===== src/rtl/mem_bus_arbiter.sv =====
// Purpose: shares one D-cache bus between fetch (ibus) and MEM (dbus); one outstanding transaction. Option MEM_ARB_RR_EN: round-robin on conflict.
// Latency: request seen in IDLE -> oreq.valid next cycle; requester ok/data pass through in the oresp.data_ok cycle.
// Backpressure: requesters hold valid until data_ok; oreq is held until addr_ok; no new grant until the cycle after completion.
package common;
    typedef logic [63:0] addr_t;
    typedef logic [63:0] word_t;
    typedef logic [31:0] u32;
    typedef logic [7:0]  strobe_t;
    typedef enum logic [2:0] {MSIZE1 = 3'd0, MSIZE2 = 3'd1, MSIZE4 = 3'd2, MSIZE8 = 3'd3} msize_t;

    typedef struct packed {
        logic  valid;
        addr_t addr;
    } ibus_req_t;

    typedef struct packed {
        logic addr_ok;
        logic data_ok;
        u32   data;
    } ibus_resp_t;

    typedef struct packed {
        logic    valid;
        addr_t   addr;
        msize_t  size;
        strobe_t strobe;
        word_t   data;
    } dbus_req_t;

    typedef struct packed {
        logic  addr_ok;
        logic  data_ok;
        word_t data;
    } dbus_resp_t;
endpackage

module mem_bus_arbiter
    import common::*;
(
    input  logic       clk,
    input  logic       resetn,
    input  ibus_req_t  ireq,
    output ibus_resp_t iresp,
    input  dbus_req_t  dreq,
    output dbus_resp_t dresp,
    output dbus_req_t  oreq,
    input  dbus_resp_t oresp
);
    typedef enum logic [1:0] {S_IDLE, S_REQ, S_RESP} state_t;
    typedef enum logic {GNT_I = 1'b0, GNT_D = 1'b1} gnt_t;

    state_t    state_q, state_d;
    gnt_t      gnt_q, gnt_d;
    dbus_req_t req_q, req_d;
    logic      half_q, half_d;
    logic      complete;
    logic      pick_d;

`ifdef MEM_ARB_RR_EN
    logic prefer_i_q, prefer_i_d;

    // Pointer favours whichever side lost the previous grant.
    always_comb pick_d = dreq.valid & (~ireq.valid | ~prefer_i_q);
`else
    always_comb pick_d = dreq.valid;
`endif

    always_ff @(posedge clk or negedge resetn) begin
        if (!resetn) begin
            state_q <= S_IDLE;
            gnt_q   <= GNT_I;
            req_q   <= '0;
            half_q  <= 1'b0;
        end else begin
            state_q <= state_d;
            gnt_q   <= gnt_d;
            req_q   <= req_d;
            half_q  <= half_d;
        end
    end

`ifdef MEM_ARB_RR_EN
    always_ff @(posedge clk or negedge resetn) begin
        if (!resetn) prefer_i_q <= 1'b0;
        else         prefer_i_q <= prefer_i_d;
    end
`endif

    always_comb begin
        state_d  = state_q;
        gnt_d    = gnt_q;
        req_d    = req_q;
        half_d   = half_q;
        complete = 1'b0;
`ifdef MEM_ARB_RR_EN
        prefer_i_d = prefer_i_q;
`endif
        oreq       = req_q;
        oreq.valid = 1'b0;
        iresp      = '0;
        dresp      = '0;

        case (state_q)
            S_IDLE: begin
                if (ireq.valid | dreq.valid) begin
                    state_d = S_REQ;
                    if (pick_d) begin
                        gnt_d = GNT_D;
                        req_d = dreq;
                    end else begin
                        gnt_d  = GNT_I;
                        req_d  = {ireq.valid, ireq.addr, MSIZE4, 8'b0, 64'b0};
                        half_d = ireq.addr[2];
                    end
`ifdef MEM_ARB_RR_EN
                    prefer_i_d = pick_d;
`endif
                end
            end
            S_REQ: begin
                oreq.valid = req_q.valid;
                if (oresp.addr_ok) begin
                    if (oresp.data_ok) begin
                        complete = 1'b1;
                        state_d  = S_IDLE;
                    end else begin
                        state_d  = S_RESP;
                    end
                end
            end
            S_RESP: begin
                if (oresp.data_ok) begin
                    complete = 1'b1;
                    state_d  = S_IDLE;
                end
            end
            default: state_d = S_IDLE;
        endcase

        // addr_ok is reported upstream only together with data_ok.
        if (complete) begin
            if (gnt_q == GNT_D) begin
                dresp.addr_ok = 1'b1;
                dresp.data_ok = 1'b1;
                dresp.data    = oresp.data;
            end else begin
                iresp.addr_ok = 1'b1;
                iresp.data_ok = 1'b1;
                iresp.data    = half_q ? oresp.data[63:32] : oresp.data[31:0];
            end
        end
    end
endmodule


===== config.mk =====
export PLATFORM = sky130hd
export DESIGN_NAME = mem_bus_arbiter
export DESIGN_NICKNAME = d
export VERILOG_FILES = /design/src/rtl/mem_bus_arbiter.sv
export SDC_FILE = /design/constraint.sdc
export NUM_CORES = 1
export LEC_CHECK = 0
export CORE_AREA = 10 10 191 193
export DETAILED_ROUTE_END_ITERATION = 10
export DIE_AREA = 0 0 201 203
export SLEW_MARGIN = 20
export SYNTH_ARGS = -nofsm -noshare
export SYNTH_HDL_FRONTEND = slang
export SYNTH_SLANG_ARGS = --single-unit

===== constraint.sdc =====
create_clock -name clk -period 1.7 [get_ports clk]
set_input_delay 0.34 -clock clk [delete_from_list [all_inputs] [get_ports clk]]
set_output_delay 0.34 -clock clk [all_outputs]
set_load 0.01 [all_outputs]

==> impl_metrics.json, run 1 <==
{
  "status": "complete, but fails checks",
  "violations": "setup timing",
  "cap_violations": 0,
  "p_leak_nw": 7.61,
  "syn_area_per_cell_um2": 8.92,
  "pre_cts_slack_ns": -0.853,
  "antenna_found_initial": 5,
  "worst-r2r-setup-slack_ns": 0.17,
  "crit_fanout": 6,
  "ys_seq_area_share_pct": 44.1,
  "firstDrtPassIters": 4,
  "fin_util_pct": 45.5,
  "worstPathArrival_ns": 2.19,
  "drtAntennaViolNets": 0,
  "p_sw_share_pct": 38.6,
  "min_from": "dreq[139]",
  "routed_via_density": 4.28,
  "slew_violations": 0,
  "muxShareOfSynthArea_pct": 12.0,
  "whs_path_depth": 3,
  "setup.worst_path.start_class": "register",
  "wl_um": 37500,
  "period_share_pct": 149,
  "cts_tree": "yes",
  "rr_startpoint": "state_q[0]",
  "layout_commonest_cell": "clkdlybuf4s50_1",
  "cts_max_level": 4,
  "gp_routability_congestion": 0.873,
  "cp-end-kind": "output pin",
  "grt_max_degree": 63,
  "layout-drive-gt1-share_pct": 23.8,
  "dpl.hpwl_um": 27900,
  "cts.sinks": 144,
  "dr.max_layer_used": "met4",
  "clk_pin_slew_ns": 0.06,
  "yosys.area_share.adder_pct": 0.459,
  "cts_made_buffers": 17,
  "nNetsFinal": 1607,
  "final_cell_area_mm2": 0.0148,
  "fillers": 3063,
  "mostFrequentLayoutCells": "clkdlybuf4s50_1 (290), nand2_1 (216), dfrtp_1 (143), buf_6 (111), mux2i_1 (97)",
  "finalCriticalPeriod_ns": 2.53,
  "p_total_mw": 20.9,
  "synth_compound_gate_area_share_pct": 4.49,
  "synthXorXnorAreaFrac_pct": 0,
  "clockBufferDepth": 2,
  "p_seq_share_pct": 28.5,
  "yosys_register_bits": 144,
  "synth_simple_gate_area_share_pct": 21.7,
  "worst_slew_pin_slew_ns": 0.419,
  "pin_count": 513,
  "syn-num-nets": 1192,
  "clk_latency_ns": 0.41,
  "hold_class": "input pin to register",
  "yosys_warnings": 0,
  "reg2reg_to": "state_q[1]",
  "wl_per_cell_um": 21.0,
  "irDropWorstVdd_mv": 0.582,
  "dpl_cell_area_mm2": 0.0131,
  "p_int_mw": 12.8,
  "power_density_mw_per_mm2": 1420,
  "grt_use_total_pct": 16.9,
  "die_width_um": 201,
  "slew_headroom_pct": 71.3,
  "first_global_vias": 8043,
  "min_to": "oreq[8]",
  "io_buffers": 512,
  "synth_cell_types": 26,
  "synth_top_family_by_area": "simple AND/OR/NAND/NOR gates",
  "grt_pass1_wl_um": 52900,
  "drc": 0,
  "skew_ns": 0.0101,
  "startpoint": "state_q[0]",
  "setup_ws_ns": -0.831,
  "wl_met3_um": 2420,
  "cts_root_buf": "clkbuf_16",
  "drtIter0Drc": 307,
  "finalHoldViolCount": 0,
  "clockPowerShare_pct": 18.2,
  "reg2regPathDepth": 7,
  "setup_viol_count_final": 101,
  "required_ns": 1.36,
  "synthCells": 916,
  "netlist_area_mm2": 0.00817,
  "rsz0062_at_grt": "true",
  "vias": 7653,
  "wl_met2_um": 20400,
  "path_class": "register to output pin",
  "dieArea_mm2": 0.0408,
  "area_delta_synth_final_pct": 80.7,
  "initial_core_util_pct": 25.2,
  "combPwrFrac_pct": 53.3,
  "power.switching_mw": 8.07,
  "gr-total-overflow": 0,
  "coreArea_mm2": 0.0325,
  "max_freq_mhz": 395,
  "die_h_um": 203,
  "wl_met1_um": 13900,
  "rows": 66
}
how the worst max path moves through the flow:
stage,endpoint,slack [ns],cells after the start
floorplan,iresp[33],0.008,7
finish,dresp[62],-0.83,9
global route,dresp[62],-0.91,9
CTS,dresp[40],-1.09,7
detailed placement,dresp[30],-0.85,6
global placement,dresp[30],-0.80,6
metal layers:
metal  track usage (%)  up-vias
li1                  -     3668
met1              17.1     3644
met2              32.0      311
met3              5.17       30
met4              5.60        0
met5                 0        -
critical path, stage by stage, from the launching register on:
cell and delay (ns):
dfrtp_1 0.42, buf_6 0.14, ha_4 0.14, a21o_1 0.18, and4_4 0.21, clkbuf_16 0.17
buf_6 0.11, buf_6 0.12, and2_4 0.16, buf_6 0.12
cell families after synthesis:
group	Yosys count
compound gates	69
fa+ha+maj	3
buf+inv	205
flops	144
mux	98
simple gates	397
synthesized netlist by cell type (all sizes together):
library cell  number  share of area, %
ha                 3              0.46
nor2              33               1.5
nand2b             2              0.15
inv                3              0.14
nand2            216               9.9
and2              65               5.0
mux2               1              0.14
buf              178                16
nand3             74               4.5
mux2i             97                12
nor2b              3              0.23
nand3b             1             0.092
o21ai             66               4.2
dfrtp            144                44
a211oi             1             0.092
nand4b             1              0.11
o32a               1              0.12
a21o               1             0.092
and4               1              0.11
clkbuf            24               1.2
nor3               1             0.061
state kept, by name (all words and copies together), names as in the netlist:
register / cells
oreq: 139
state_q: 2
gnt_q: 1
half_q: 1
req_q: 1
layout make-up:
class	instances	area, um2	share of cell area, %
flip-flops and latches	144	3600	24.4
clock inverters	14	158	1.07
diodes	4	10.0	0.0678
well taps	442	553	3.75
repair buffers	598	6430	43.6
inverters	3	16.3	0.110
multi-input cells	567	3560	24.1
clock buffers	17	425	2.88
stage by stage:
stage	setup TNS (ns)	cells	hold slack (ns)
after global placement	-73.16	1706	0.247
final	-72.76	1789	0.304
after global routing	-81.19	1789	0.303
after CTS	-85.54	1763	0.288
after floorplan	0	916	0.0444
after detailed placement	-76.12	1706	0.246
power by group through the flow:
| stage | clock (mW) | combinational, mW | sequential (mW) |
|---|---|---|---|
| final | 3.81 | 11.2 | 5.95 |
| after global routing | 4.09 | 12.1 | 6.19 |
| after CTS | 3.95 | 11.0 | 6.00 |
| after detailed placement | 0 | 11.0 | 6.06 |
| after global placement | 0 | 10.9 | 5.98 |
| after floorplan | 0 | 6.92 | 5.82 |
timing repair:
| item | 4_1_cts | 5_1_grt |
|---|---|---|
| pin swaps | 14 | 44 |
| hold buffers | 1 | 0 |
| buffers inserted | 20 | 28 |
| cloned | 6 | 4 |
| gates resized for setup | 376 | 352 |
| hold endpoints to repair | 24 | 0 |
| setup endpoints to repair | 162 | 159 |
(Power assumes the default switching activity.)
==> run 2: changes to the inputs <==
- TNS_END_PERCENT: default -> 10
==> impl_metrics.json, run 2 (synthesis gave the netlist of run 1 again) <==
{
  "status": "complete, but fails checks",
  "violations": "setup timing",
  "die_h_um": 203,
  "p_seq_share_pct": 29.9,
  "wl_um": 34800,
  "cts.sinks": 144,
  "fin_util_pct": 42.2,
  "crit_fanout": 17,
  "mostFrequentLayoutCells": "clkdlybuf4s50_1 (290), nand2_1 (216), dfrtp_1 (143), mux2i_1 (97), nand3_1 (74)",
  "p_leak_nw": 7.26,
  "drc": 0,
  "drtIter0Drc": 309,
  "io_buffers": 512,
  "cap_violations": 0,
  "period_share_pct": 140,
  "clk_pin_slew_ns": 0.06,
  "max_freq_mhz": 421,
  "p_int_mw": 12.3,
  "setup.worst_path.start_class": "register",
  "slew_violations": 0,
  "slowest_delay_ns": 0.42,
  "hold_class": "input pin to register",
  "stdcell_count": 1747,
  "die_width_um": 201,
  "dieArea_mm2": 0.0408,
  "grt_use_total_pct": 16.1,
  "cp-end-kind": "output pin",
  "power_density_mw_per_mm2": 1450,
  "crit_slowest_cell": "dfrtp_1",
  "cp_top_family": "buffers and inverters",
  "clockPowerShare_pct": 19.1,
  "nNetsFinal": 1564,
  "layout_commonest_cell": "clkdlybuf4s50_1",
  "p_total_mw": 19.9,
  "path_class": "register to output pin",
  "power.switching_mw": 7.66,
  "clk_latency_ns": 0.42,
  "firstDrtPassIters": 4,
  "worstPathArrival_ns": 2.03,
  "initial_core_util_pct": 25.2,
  "setup_viol_count_final": 101,
  "crit_buf_inv": 4,
  "vias": 7302,
  "irDropWorstVdd_mv": 0.582,
  "clockBufferDepth": 2,
  "largest_reg_flops": 139,
  "finalHoldWorstSlack_ns": 0.303,
  "gp_routability_congestion": 0.873,
  "drtAntennaViolNets": 0,
  "cts_root_buf": "clkbuf_16",
  "worst_slew_pin_slew_ns": 0.323,
  "rsz0062_at_grt": "true",
  "p_sw_share_pct": 38.5,
  "required_ns": 1.36,
  "finalCriticalPeriod_ns": 2.37,
  "antenna_found_initial": 6,
  "first_global_vias": 7773,
  "wl_per_cell_um": 19.9,
  "pin_count": 513,
  "slew_headroom_pct": 78.5,
  "combPwrFrac_pct": 51.0,
  "gr-total-overflow": 0,
  "layout-drive-gt1-share_pct": 18.2,
  "skew_ns": 0.00955,
  "coreArea_mm2": 0.0325,
  "grt_pass1_wl_um": 50700,
  "dpl.hpwl_um": 27900,
  "routed_via_density": 4.18,
  "area_delta_synth_final_pct": 67.6,
  "cts_max_level": 4,
  "finalHoldViolCount": 0,
  "cts_tree": "yes",
  "cts_made_buffers": 17,
  "rows": 66,
  "grt_max_degree": 63,
  "dp_cells": 1706,
  "setup_ws_ns": -0.674,
  "cp_cell_sequence": "buf_6 -> ha_4 -> a21o_1 -> and4_4 -> buf_12 -> buf_16 -> and2_1 -> buf_2"
}
## run 2: stage by stage
step / area (um2) / TNS [ns] / setup WS (ns)
after floorplan: 8350 / 0 / 0.00784
after global placement: 13100 / -73.16 / -0.804
after detailed placement: 13100 / -76.12 / -0.853
after CTS: 13500 / -58.39 / -0.800
after global routing: 13700 / -65.35 / -0.752
final: 13700 / -57.11 / -0.674
## run 2: layout make-up
class	instances	area, um2
clock buffer	17	425
tap	442	553
sequential	144	3600
inverter	3	11.3
timing repair buffer	555	5600
multi-input combinational	567	3330
antenna	5	12.5
clock inverter	14	158
fill	3198	18800
## run 2: final timing paths
kind                            slack [ns]  endpoint  cells past startpoint  startpoint
worst min register to register        0.46  oreq[38]                      2    oreq[38]
worst min-delay path                  0.30   oreq[8]                      3   dreq[139]
max in group asynchronous             0.70  oreq[61]                      3      resetn
min in group asynchronous             0.38  oreq[21]                      2      resetn
worst max-delay path                 -0.67  dresp[4]                      8  state_q[0]
worst max register to register        0.20    half_q                      5  state_q[0]
## run 2: power by group through the flow
stage | logic (mW) | registers (mW) | clock network (mW)
after floorplan | 6.92 | 5.82 | 0
after global placement | 10.9 | 5.98 | 0
after detailed placement | 11.0 | 6.06 | 0
after CTS | 10.5 | 6.00 | 3.95
after global routing | 11.1 | 6.19 | 4.09
final | 10.2 | 5.95 | 3.81
## run 2: timing repair
item,CTS,global route
setup endpoints to repair,162,159
hold buffers,1,0
buffers inserted,0,1
hold endpoints to repair,24,0
pin swaps,50,12
gates resized for setup,518,68
gates cloned,1,2
## run 2: worst register-to-register path: cells and delay by family (launching register included)
kind / cells / cell delay [ns]
AND/OR/NAND/NOR: 1 / 0.14
flip-flops: 1 / 0.42
buffers and inverters: 2 / 0.37
adder cells (fa/ha/maj): 1 / 0.19
multiplexers: 1 / 0.28
## run 2: layer usage
metal  vias to the layer above  wire, um  GRT usage (%)
met5                         -         0              0
met2                       277     18500           29.6
met4                         0       611           5.57
met3                        21      2470           5.19
li1                       3578         -              -
met1                      3426     13200           16.8
==> run 3: changes to the inputs <==
- GPL_TIMING_DRIVEN: default -> 0
- HOLD_SLACK_MARGIN: default -> 0.02
- PLACE_DENSITY_LB_ADDON: default -> 0.08
==> impl_metrics.json, run 3 (synthesis gave the netlist of run 1 again) <==
{
  "status": "complete, but fails checks",
  "violations": "setup timing",
  "fillers": 3252,
  "tns_ns": -59.49,
  "max_freq_mhz": 424,
  "crit_fanout": 10,
  "first_global_vias": 8379,
  "skew_ns": 0.0174,
  "rows": 66,
  "required_ns": 1.36,
  "drc": 0,
  "power_density_mw_per_mm2": 1540,
  "drtAntennaViolNets": 0,
  "grt_pass1_wl_um": 58100,
  "grt_use_total_pct": 18.9,
  "setup_viol_count_final": 101,
  "slew_headroom_pct": 61.5,
  "nNetsFinal": 1742,
  "initial_core_util_pct": 25.2,
  "irDropWorstVdd_mv": 0.598,
  "drtIter0Drc": 250,
  "period_share_pct": 139,
  "finalHoldViolCount": 0,
  "cts_root_buf": "clkbuf_16",
  "largest_reg_flops": 139,
  "worst_slew_pin_slew_ns": 0.578,
  "worst-r2r-setup-slack_ns": 0.02,
  "antenna_found_initial": 2,
  "slowest_delay_ns": 0.39,
  "mostFrequentLayoutCells": "buf_4 (302), clkdlybuf4s50_1 (270), nand2_1 (216), dfrtp_1 (144), mux2i_1 (97)",
  "worstPathArrival_ns": 2.02,
  "routed_via_density": 4.16,
  "hold_class": "input pin to async pin",
  "dr.max_layer_used": "met4",
  "clk_pin_slew_ns": 0.07,
  "firstDrtPassIters": 4,
  "vias": 8003,
  "grt_max_degree": 79,
  "pin_count": 513,
  "cts_made_buffers": 17,
  "wl_per_cell_um": 20.8,
  "path_class": "register to output pin",
  "die_h_um": 203,
  "gp_routability_congestion": 0.819,
  "slew_violations": 0,
  "cp-end-kind": "output pin",
  "wl_met2_um": 21300,
  "crit_slowest_cell": "dfrtp_1",
  "dieArea_mm2": 0.0408,
  "clk_latency_ns": 0.42,
  "fin_util_pct": 45.4,
  "setup_ws_ns": -0.661,
  "p_total_mw": 22.7,
  "layout_commonest_cell": "buf_4",
  "wl_met1_um": 15500,
  "wl_met3_um": 2840,
  "cts_max_level": 4,
  "layout-drive-gt1-share_pct": 37.9,
  "area_delta_synth_final_pct": 80.5,
  "cap_violations": 0,
  "setup.worst_path.start_class": "register",
  "gr-total-overflow": 0,
  "die_width_um": 201,
  "wl_um": 40100,
  "io_buffers": 511,
  "cts.sinks": 144,
  "cp_cell_sequence": "buf_4 -> ha_4 -> a21o_1 -> and4_4 -> buf_12 -> clkbuf_16 -> and2_4 -> buf_2",
  "finalCriticalPeriod_ns": 2.36,
  "rsz0062_at_grt": "true",
  "cts_tree": "yes",
  "dpl.hpwl_um": 32600,
  "coreArea_mm2": 0.0325,
  "clockBufferDepth": 2,
  "p_leak_nw": 7.42
}
run 3: repair_timing:
item / in CTS / in global routing
endpoints found under the setup margin: 280 / 195
resized for setup: 661 / 48
cloned: 3 / 1
hold buffers: 1 / 0
buffers inserted: 14 / 1
pin swaps: 46 / 18
hold endpoints to repair: 66 / 0
run 3: path summary, 6_finish.rpt:
path	start	end	cells past startpoint
worst max register to register	state_q[0]	oreq[91]	6
min in group clk	oreq[71]	oreq[71]	2
worst min-delay path	resetn	oreq[105]	2
worst min register to register	oreq[71]	oreq[71]	2
worst max-delay path	state_q[1]	dresp[47]	8
max in group asynchronous	resetn	gnt_q	3
run 3: metrics by stage:
step / cells / area [um2] / hold slack [ns] / worst slack, ns
floorplan: 916 / 8350 / 0.0444 / 0.00784
global placement: 1869 / 14000 / 0.443 / -6.27
detailed placement: 1870 / 14100 / 0.338 / -1.13
CTS: 1920 / 14600 / 0.451 / -0.721
global route: 1923 / 14700 / 0.451 / -0.726
finish: 1924 / 14700 / 0.446 / -0.661
run 3: critical path: cells and delay by family, from the launching register on:
family	cells	cell delay, ns
adder cells (fa/ha/maj)	1	0.15
flip-flops	1	0.39
AO/OA/AOI/OAI	1	0.16
AND/OR/NAND/NOR	2	0.31
buffers and inverters	4	0.60
run 3: layout make-up:
cell class	count	area [um2]	share of cell area, %
Sequential cell	144	3600	24.4
Timing Repair Buffer	531	4960	33.6
Buffer	202	1610	10.9
Antenna cell	3	7.51	0.0509
Tap cell	442	553	3.75
Multi-Input combinational cell	567	3410	23.2
Clock buffer	19	453	3.07
Clock inverter	13	139	0.942
Inverter	3	13.8	0.0933
run 3: power breakdown:
part / leakage [nW] / switching (mW) / total, mW / internal (mW)
Clock: 0.291 / 1.68 / 3.84 / 2.16
Sequential: 1.80 / 0.848 / 5.96 / 5.12
Combinational: 5.32 / 6.06 / 12.9 / 6.85
Total: 7.42 / 8.59 / 22.7 / 14.1
run 3: layer usage:
layer / GRT usage, % / up-vias
li1: - / 3942
met1: 20.5 / 3756
met2: 34.8 / 280
met3: 6.24 / 25
met4: 4.60 / 0
met5: 0 / -
